<file path="src/rtl/gmii_tx_pkg.sv">
// GMII transmit scheduler shared definitions.
// Packet type codes, FSM encodings and the audio count clamp.
package gmii_tx_pkg;

    localparam logic [1:0] PKT_VIDEO = 2'd0;
    localparam logic [1:0] PKT_AUDIO = 2'd1;
    localparam logic [1:0] PKT_VIDAX = 2'd2;

    typedef enum logic [1:0] {
        ST_IDLE  = 2'd0,
        ST_GRANT = 2'd1,
        ST_BUSY  = 2'd2
    } state_t;

    // An audio grant always carries at least one entry.
    function automatic logic [4:0] aud_clamp(
        input logic [4:0] num,
        input logic [4:0] lim
    );
        if (num == 5'd0) return 5'd1;
        if (num > lim) return lim;
        return num;
    endfunction

endpackage

</file>
<file path="src/rtl/gmii_tx_wdog.sv">
// Busy-cycle watchdog for the GMII transmit scheduler.
// Counts while run is high; expire fires on the last allowed cycle.
module gmii_tx_wdog #(
    parameter int WDOG_MAX = 4095
) (
    input  logic tx_clk,
    input  logic sys_rst,
    input  logic run,
    input  logic kick,
    output logic expire
);

    localparam int CW = $clog2(WDOG_MAX + 1);
    localparam logic [CW-1:0] LAST = CW'(WDOG_MAX - 1);

    logic [CW-1:0] cnt;

    always_ff @(posedge tx_clk) begin
        if (sys_rst || !run) begin
            cnt <= '0;
        end else if (cnt != LAST) begin
            cnt <= cnt + 1'b1;
        end
    end

    // A tx_done on the final cycle still counts as a clean finish.
    assign expire = run && !kick && (cnt == LAST);

endmodule

</file>
<file path="src/rtl/gmii_tx_sched.sv">
// GMII packet scheduler: arbitrates video/audio, tracks the packet in flight.
// Define GMII_TX_SCHED_VIDAX_EN to piggyback one audio entry on video.
module gmii_tx_sched
    import gmii_tx_pkg::*;
#(
    parameter int AUD_MAX     = 20,
    parameter int AUD_TIMEOUT = 255,
    parameter int VID_BURST   = 4,
    parameter int WDOG_MAX    = 4095
) (
    input  logic       tx_clk,
    input  logic       sys_rst,
    input  logic       vid_req,
    input  logic       aud_req,
    input  logic [4:0] aud_num,
    input  logic       tx_done,
    output logic       start,
    output logic [1:0] pkt_type,
    output logic [4:0] aud_cnt,
    output logic       busy,
    output logic       wdog_err
);

    localparam int AW = $clog2(AUD_TIMEOUT + 1);
    localparam int SW = $clog2(VID_BURST + 1);
    localparam logic [4:0]    AUD_LIM = 5'(AUD_MAX);
    localparam logic [AW-1:0] AGE_SAT = AW'(AUD_TIMEOUT);
    localparam logic [SW-1:0] VID_SAT = SW'(VID_BURST);

    state_t        state;
    state_t        state_nxt;
    logic [AW-1:0] aud_age;
    logic [SW-1:0] vid_streak;
    logic          urgent;
    logic          grant;
    logic          aud_clr;
    logic          wdog_exp;
    logic [1:0]    g_type;
    logic [4:0]    g_cnt;

    assign urgent = aud_req && ((aud_age >= AGE_SAT) ||
                                (aud_num >= AUD_LIM) ||
                                (vid_streak >= VID_SAT));

    always_comb begin
        g_type = PKT_VIDEO;
        g_cnt  = 5'd0;
        if (urgent) begin
            g_type = PKT_AUDIO;
            g_cnt  = aud_clamp(aud_num, AUD_LIM);
        end else if (vid_req) begin
`ifdef GMII_TX_SCHED_VIDAX_EN
            if (aud_req) begin
                g_type = PKT_VIDAX;
                g_cnt  = 5'd1;
            end
`else
            g_type = PKT_VIDEO;
            g_cnt  = 5'd0;
`endif
        end else if (aud_req) begin
            g_type = PKT_AUDIO;
            g_cnt  = aud_clamp(aud_num, AUD_LIM);
        end
    end

    assign grant   = (state == ST_IDLE) && (vid_req || aud_req);
    assign aud_clr = grant && (g_type != PKT_VIDEO);

    always_comb begin
        state_nxt = state;
        unique case (state)
            ST_IDLE:  if (vid_req || aud_req) state_nxt = ST_GRANT;
            ST_GRANT: state_nxt = ST_BUSY;
            ST_BUSY:  if (tx_done || wdog_exp) state_nxt = ST_IDLE;
            default:  state_nxt = ST_IDLE;
        endcase
    end

    always_ff @(posedge tx_clk) begin
        if (sys_rst) begin
            state      <= ST_IDLE;
            pkt_type   <= PKT_VIDEO;
            aud_cnt    <= 5'd0;
            aud_age    <= '0;
            vid_streak <= '0;
        end else begin
            state <= state_nxt;
            if (grant) begin
                pkt_type <= g_type;
                aud_cnt  <= g_cnt;
            end
            if (aud_clr || !aud_req) begin
                aud_age <= '0;
            end else if (aud_age != AGE_SAT) begin
                aud_age <= aud_age + 1'b1;
            end
            // Only video grants survive aud_clr, so this counts video-only grants.
            if (aud_clr) begin
                vid_streak <= '0;
            end else if (grant && aud_req && (vid_streak != VID_SAT)) begin
                vid_streak <= vid_streak + 1'b1;
            end
        end
    end

    gmii_tx_wdog #(
        .WDOG_MAX (WDOG_MAX)
    ) u_wdog (
        .tx_clk  (tx_clk),
        .sys_rst (sys_rst),
        .run     (state == ST_BUSY),
        .kick    (tx_done),
        .expire  (wdog_exp)
    );

    assign start    = (state == ST_GRANT);
    assign busy     = (state != ST_IDLE);
    assign wdog_err = wdog_exp;

endmodule

</file>
<file path="config.mk">
export PLATFORM = sky130hd
export DESIGN_NAME = gmii_tx_sched
export DESIGN_NICKNAME = d
export VERILOG_FILES = /design/src/rtl/gmii_tx_pkg.sv /design/src/rtl/gmii_tx_wdog.sv /design/src/rtl/gmii_tx_sched.sv
export SDC_FILE = /design/constraint.sdc
export NUM_CORES = 1
export LEC_CHECK = 0
export CORE_UTILIZATION = 54
export DETAILED_ROUTE_END_ITERATION = 16
export PLACE_DENSITY_LB_ADDON = 0.15
export SETUP_SLACK_MARGIN = 0.3
export SLEW_MARGIN = 0
export SYNTH_ARGS = -nofsm -noshare
export SYNTH_HDL_FRONTEND = slang
export SYNTH_HIERARCHICAL = 1
export SYNTH_SLANG_ARGS = --single-unit
</file>
<file path="constraint.sdc">
create_clock -name tx_clk -period 2.15 [get_ports tx_clk]
set_input_delay 0.215 -clock tx_clk [delete_from_list [all_inputs] [get_ports tx_clk]]
set_output_delay 0.215 -clock tx_clk [all_outputs]
set_load 0.1 [all_outputs]
</file>
==> impl_metrics.csv <==
group,metric,value,unit
hold_path,worstHoldStart,"pkt_type[0]",
run_status,status,"finished, final reports clean",
timing,period_share,84.09,%
setup_path,crit_family,"simple AND/OR/NAND/NOR gates",
setup_path,required,1.93,ns
synth,ys_warn_count,6,
setup_path,crit_fanout,3,
clocking,htreeDepth,2,
synth,ys_async_sr_fraction,0,%
route,drcViolationCount,0,
die,row_count,19,
place,io_buffers,18,
synth,ys_ff_latch,31,
timing,setup_viol_count_final,0,
clocking,cts_made_buffers,5,
setup_path,cp-start-kind,"flop",
global_route,grt_pass1_vias,1413,
timing,tightestPinTransition,0.5589,ns
die,dieArea,3226,um^2
route,viasPerCell,5.996,
setup_path,critPathLaunch,"u_wdog/cnt[0]",
setup_path,ff2ff_path_depth,5,
synth,synth.avg_cell_area,9.059,um^2
setup_path,cp_slowest_cell,"dfxtp_4",
hold_path,min_to,"pkt_type[0]",
setup_path,crit_type,"reg2out",
timing,fin_skew,0.007870,ns
clocking,cts_tree,"done",
setup_path,endpoint_kind,"primary output",
die,io_pins,20,
timing,slew_violations,0,
synth,synthesis.area,1622,um^2
timing,whs,0.4733,ns
timing,finalHoldViolCount,0,
synth,ys_types,53,
synth,synth_enable_flop_cells,0,
layout,final_cell_mix,"dfxtp_1, nor2_1, buf_4",
power_and_ir_drop,power_density,580.9,nW/um^2
timing,rsz0062_at_grt,"yes",
route,wl_per_cell,14.87,um
setup_path,cp.arrival,1.59,ns
timing,fmax,553.1,MHz
hold_path,hold_path_depth,2,
die,core-area,2805,um^2
die,die_y,56.80,um
hold_path,hold_path.class,"reg2reg",
layout,area_growth,20.91,%
global_route,grt_usage,24.32,%
route,ant_nets,0,
place,gp_congestion,0.8197,
power_and_ir_drop,p_leak,0.0007789,uW
synth,synth_nets,194,
setup_path,slowest_delay,0.35,ns
clocking,clock_latency,0.33,ns
synth,synthFlopType,"dfxtp_1",
layout,drive_above_1_share,27.88,%
layout,diodes,0,
setup_path,crit-reg2reg-launch,"aud_age[0]",
flow_run,cap_violations,0,
route,drt_iter0_drc,67,
timing,period_needed,1.808,ns
timing,slew_headroom,62.49,%
setup_path,timing.rr.end,"aud_age[6]",
place,dp_hpwl,2400,um
setup_path,path_buf_inv,2,
route,drt_first_pass_iters,4,
die,fp.dieW,56.80,um
route,drt_wl_total,3555,um
global_route,grt_pass1_wl,6037,um
global_route,antenna_found_initial,0,
layout,mostFrequentLayoutCell,"dfxtp_1",
setup_path,path_cells,"inv_2 > ha_4 > and2_4 > nand4_4 > nor3b_4 > buf_12",
timing,setup_tns,0,ns
place,dpl_cell_area,1827,um^2
clocking,cts-root-buf,"clkbuf_4",
power_and_ir_drop,vdd_drop_max,0.0004876,V
layout,fin_area,1961,um^2
layout,nNetsFinal,222,
route,vias,1433,
synth,seq_area_frac_synth,38.27,%
setup_path,rrSetupSlack,0.49,ns
synth,syn-instance-count,179,
clocking,clk_path_buf_depth,2,
global_route,grt_max_degree,16,
layout,fillerInstances,222,
global_route,gr-total-overflow,0,
clocking,clkTransAtPathRegs,0.09,ns
clocking,cts.sinks,31,
clocking,holdBufCountCts,0,
die,initial_core_util,57.81,%
[where the power goes]
part	switching (uW)	internal, uW	total [uW]
registers	10.7	583	594
logic	152	64.3	216
clock network	202	127	329
[worst register-to-register path, delay by kind of cell (launching register included)]
family | cells | cell delay [ns]
AO/OA/AOI/OAI | 2 | 0.63
adder cells (fa/ha/maj) | 1 | 0.25
flip-flops | 1 | 0.35
AND/OR/NAND/NOR | 2 | 0.37
[how the worst max path moves through the flow]
stage                 endpoint  cells after the start
finish                wdog_err                      6
global route          wdog_err                      6
CTS                   wdog_err                      6
detailed placement  aud_age[6]                      5
global placement    aud_age[6]                      5
floorplan             state[1]                      7
[what timing repair did]
| action | 4_1_cts | 5_1_grt |
|---|---|---|
| buffers inserted | 2 | 5 |
| endpoints found under the setup margin | 1 | 1 |
| pin swaps | 1 | 1 |
| gates cloned | 0 | 0 |
| resized for setup | 4 | 10 |
[cell families after synthesis]
kind of cell / after synthesis / synth area share [%]
buf+inv: 16 / 4.861
simple gates: 80 / 28.94
mux: 5 / 3.164
compound gates: 35 / 17.44
flops: 31 / 38.27
xor+xnor: 6 / 3.241
fa+ha+maj: 5 / 3.858
other cells: 1 / 0.2313
[per-layer routing]
layer	vias up	wire (um)	global-route usage (%)
met5	-	0	0
met4	0	62	13.94
met3	7	165	5.300
met2	41	1652	39.63
met1	677	1674	29.50
li1	708	-	-
[cell usage after synthesis (2+ instances only)]
| cell | count | share of area, % |
|---|---|---|
| dfxtp_1 | 31 | 38 |
| nor2_1 | 22 | 5.1 |
| nand2_1 | 13 | 3.0 |
| inv_1 | 10 | 2.3 |
| a21oi_1 | 7 | 2.2 |
| nand4_1 | 7 | 2.7 |
| a31oi_1 | 5 | 1.9 |
| ha_1 | 5 | 3.9 |
| nor3_1 | 5 | 1.5 |
| o21ai_0 | 5 | 1.5 |
| mux2i_1 | 4 | 2.5 |
| nand3_1 | 4 | 1.2 |
| xnor2_1 | 4 | 2.2 |
| a211oi_1 | 3 | 1.4 |
| and4_1 | 3 | 1.6 |
| and4_2 | 3 | 1.9 |
| clkbuf_1 | 3 | 0.69 |
| nor2b_1 | 3 | 1.2 |
| and2_1 | 2 | 0.77 |
| and3_1 | 2 | 0.77 |
| buf_6 | 2 | 1.4 |
| nand3_2 | 2 | 1.2 |
| nand3b_1 | 2 | 0.93 |
| o211ai_1 | 2 | 0.93 |
| xor2_1 | 2 | 1.1 |
[final cells by class]
class	instances	area, um^2	area share (%)
multi-input combinational	132	953.4	48.63
sequential	31	643.1	32.80
timing repair buffer	27	237.7	12.13
clock buffer	7	45.04	2.297
tap	31	38.79	1.978
inverter	10	37.54	1.914
clock inverter	1	5.005	0.2553
[stage by stage]
step | utilization [%] | worst slack [ns] | instances | power [uW]
after floorplan | - | 0.03182 | 179 | 770.2
after global placement | 65.12 | 0.4073 | 224 | 821.0
after global routing | 69.89 | 0.2925 | 239 | 1183
after CTS | 67.71 | 0.3007 | 234 | 1147
after detailed placement | 65.12 | 0.3475 | 224 | 825.9
final | 69.89 | 0.3420 | 239 | 1139
[sequential cells by signal, summed over array words and instances (netlist names)]
register,cells
aud_cnt,5
aud_age,8
pkt_type,1
state,2
u_wdog/cnt,12
vid_streak,3
Power figures use the tool's default switching activity.
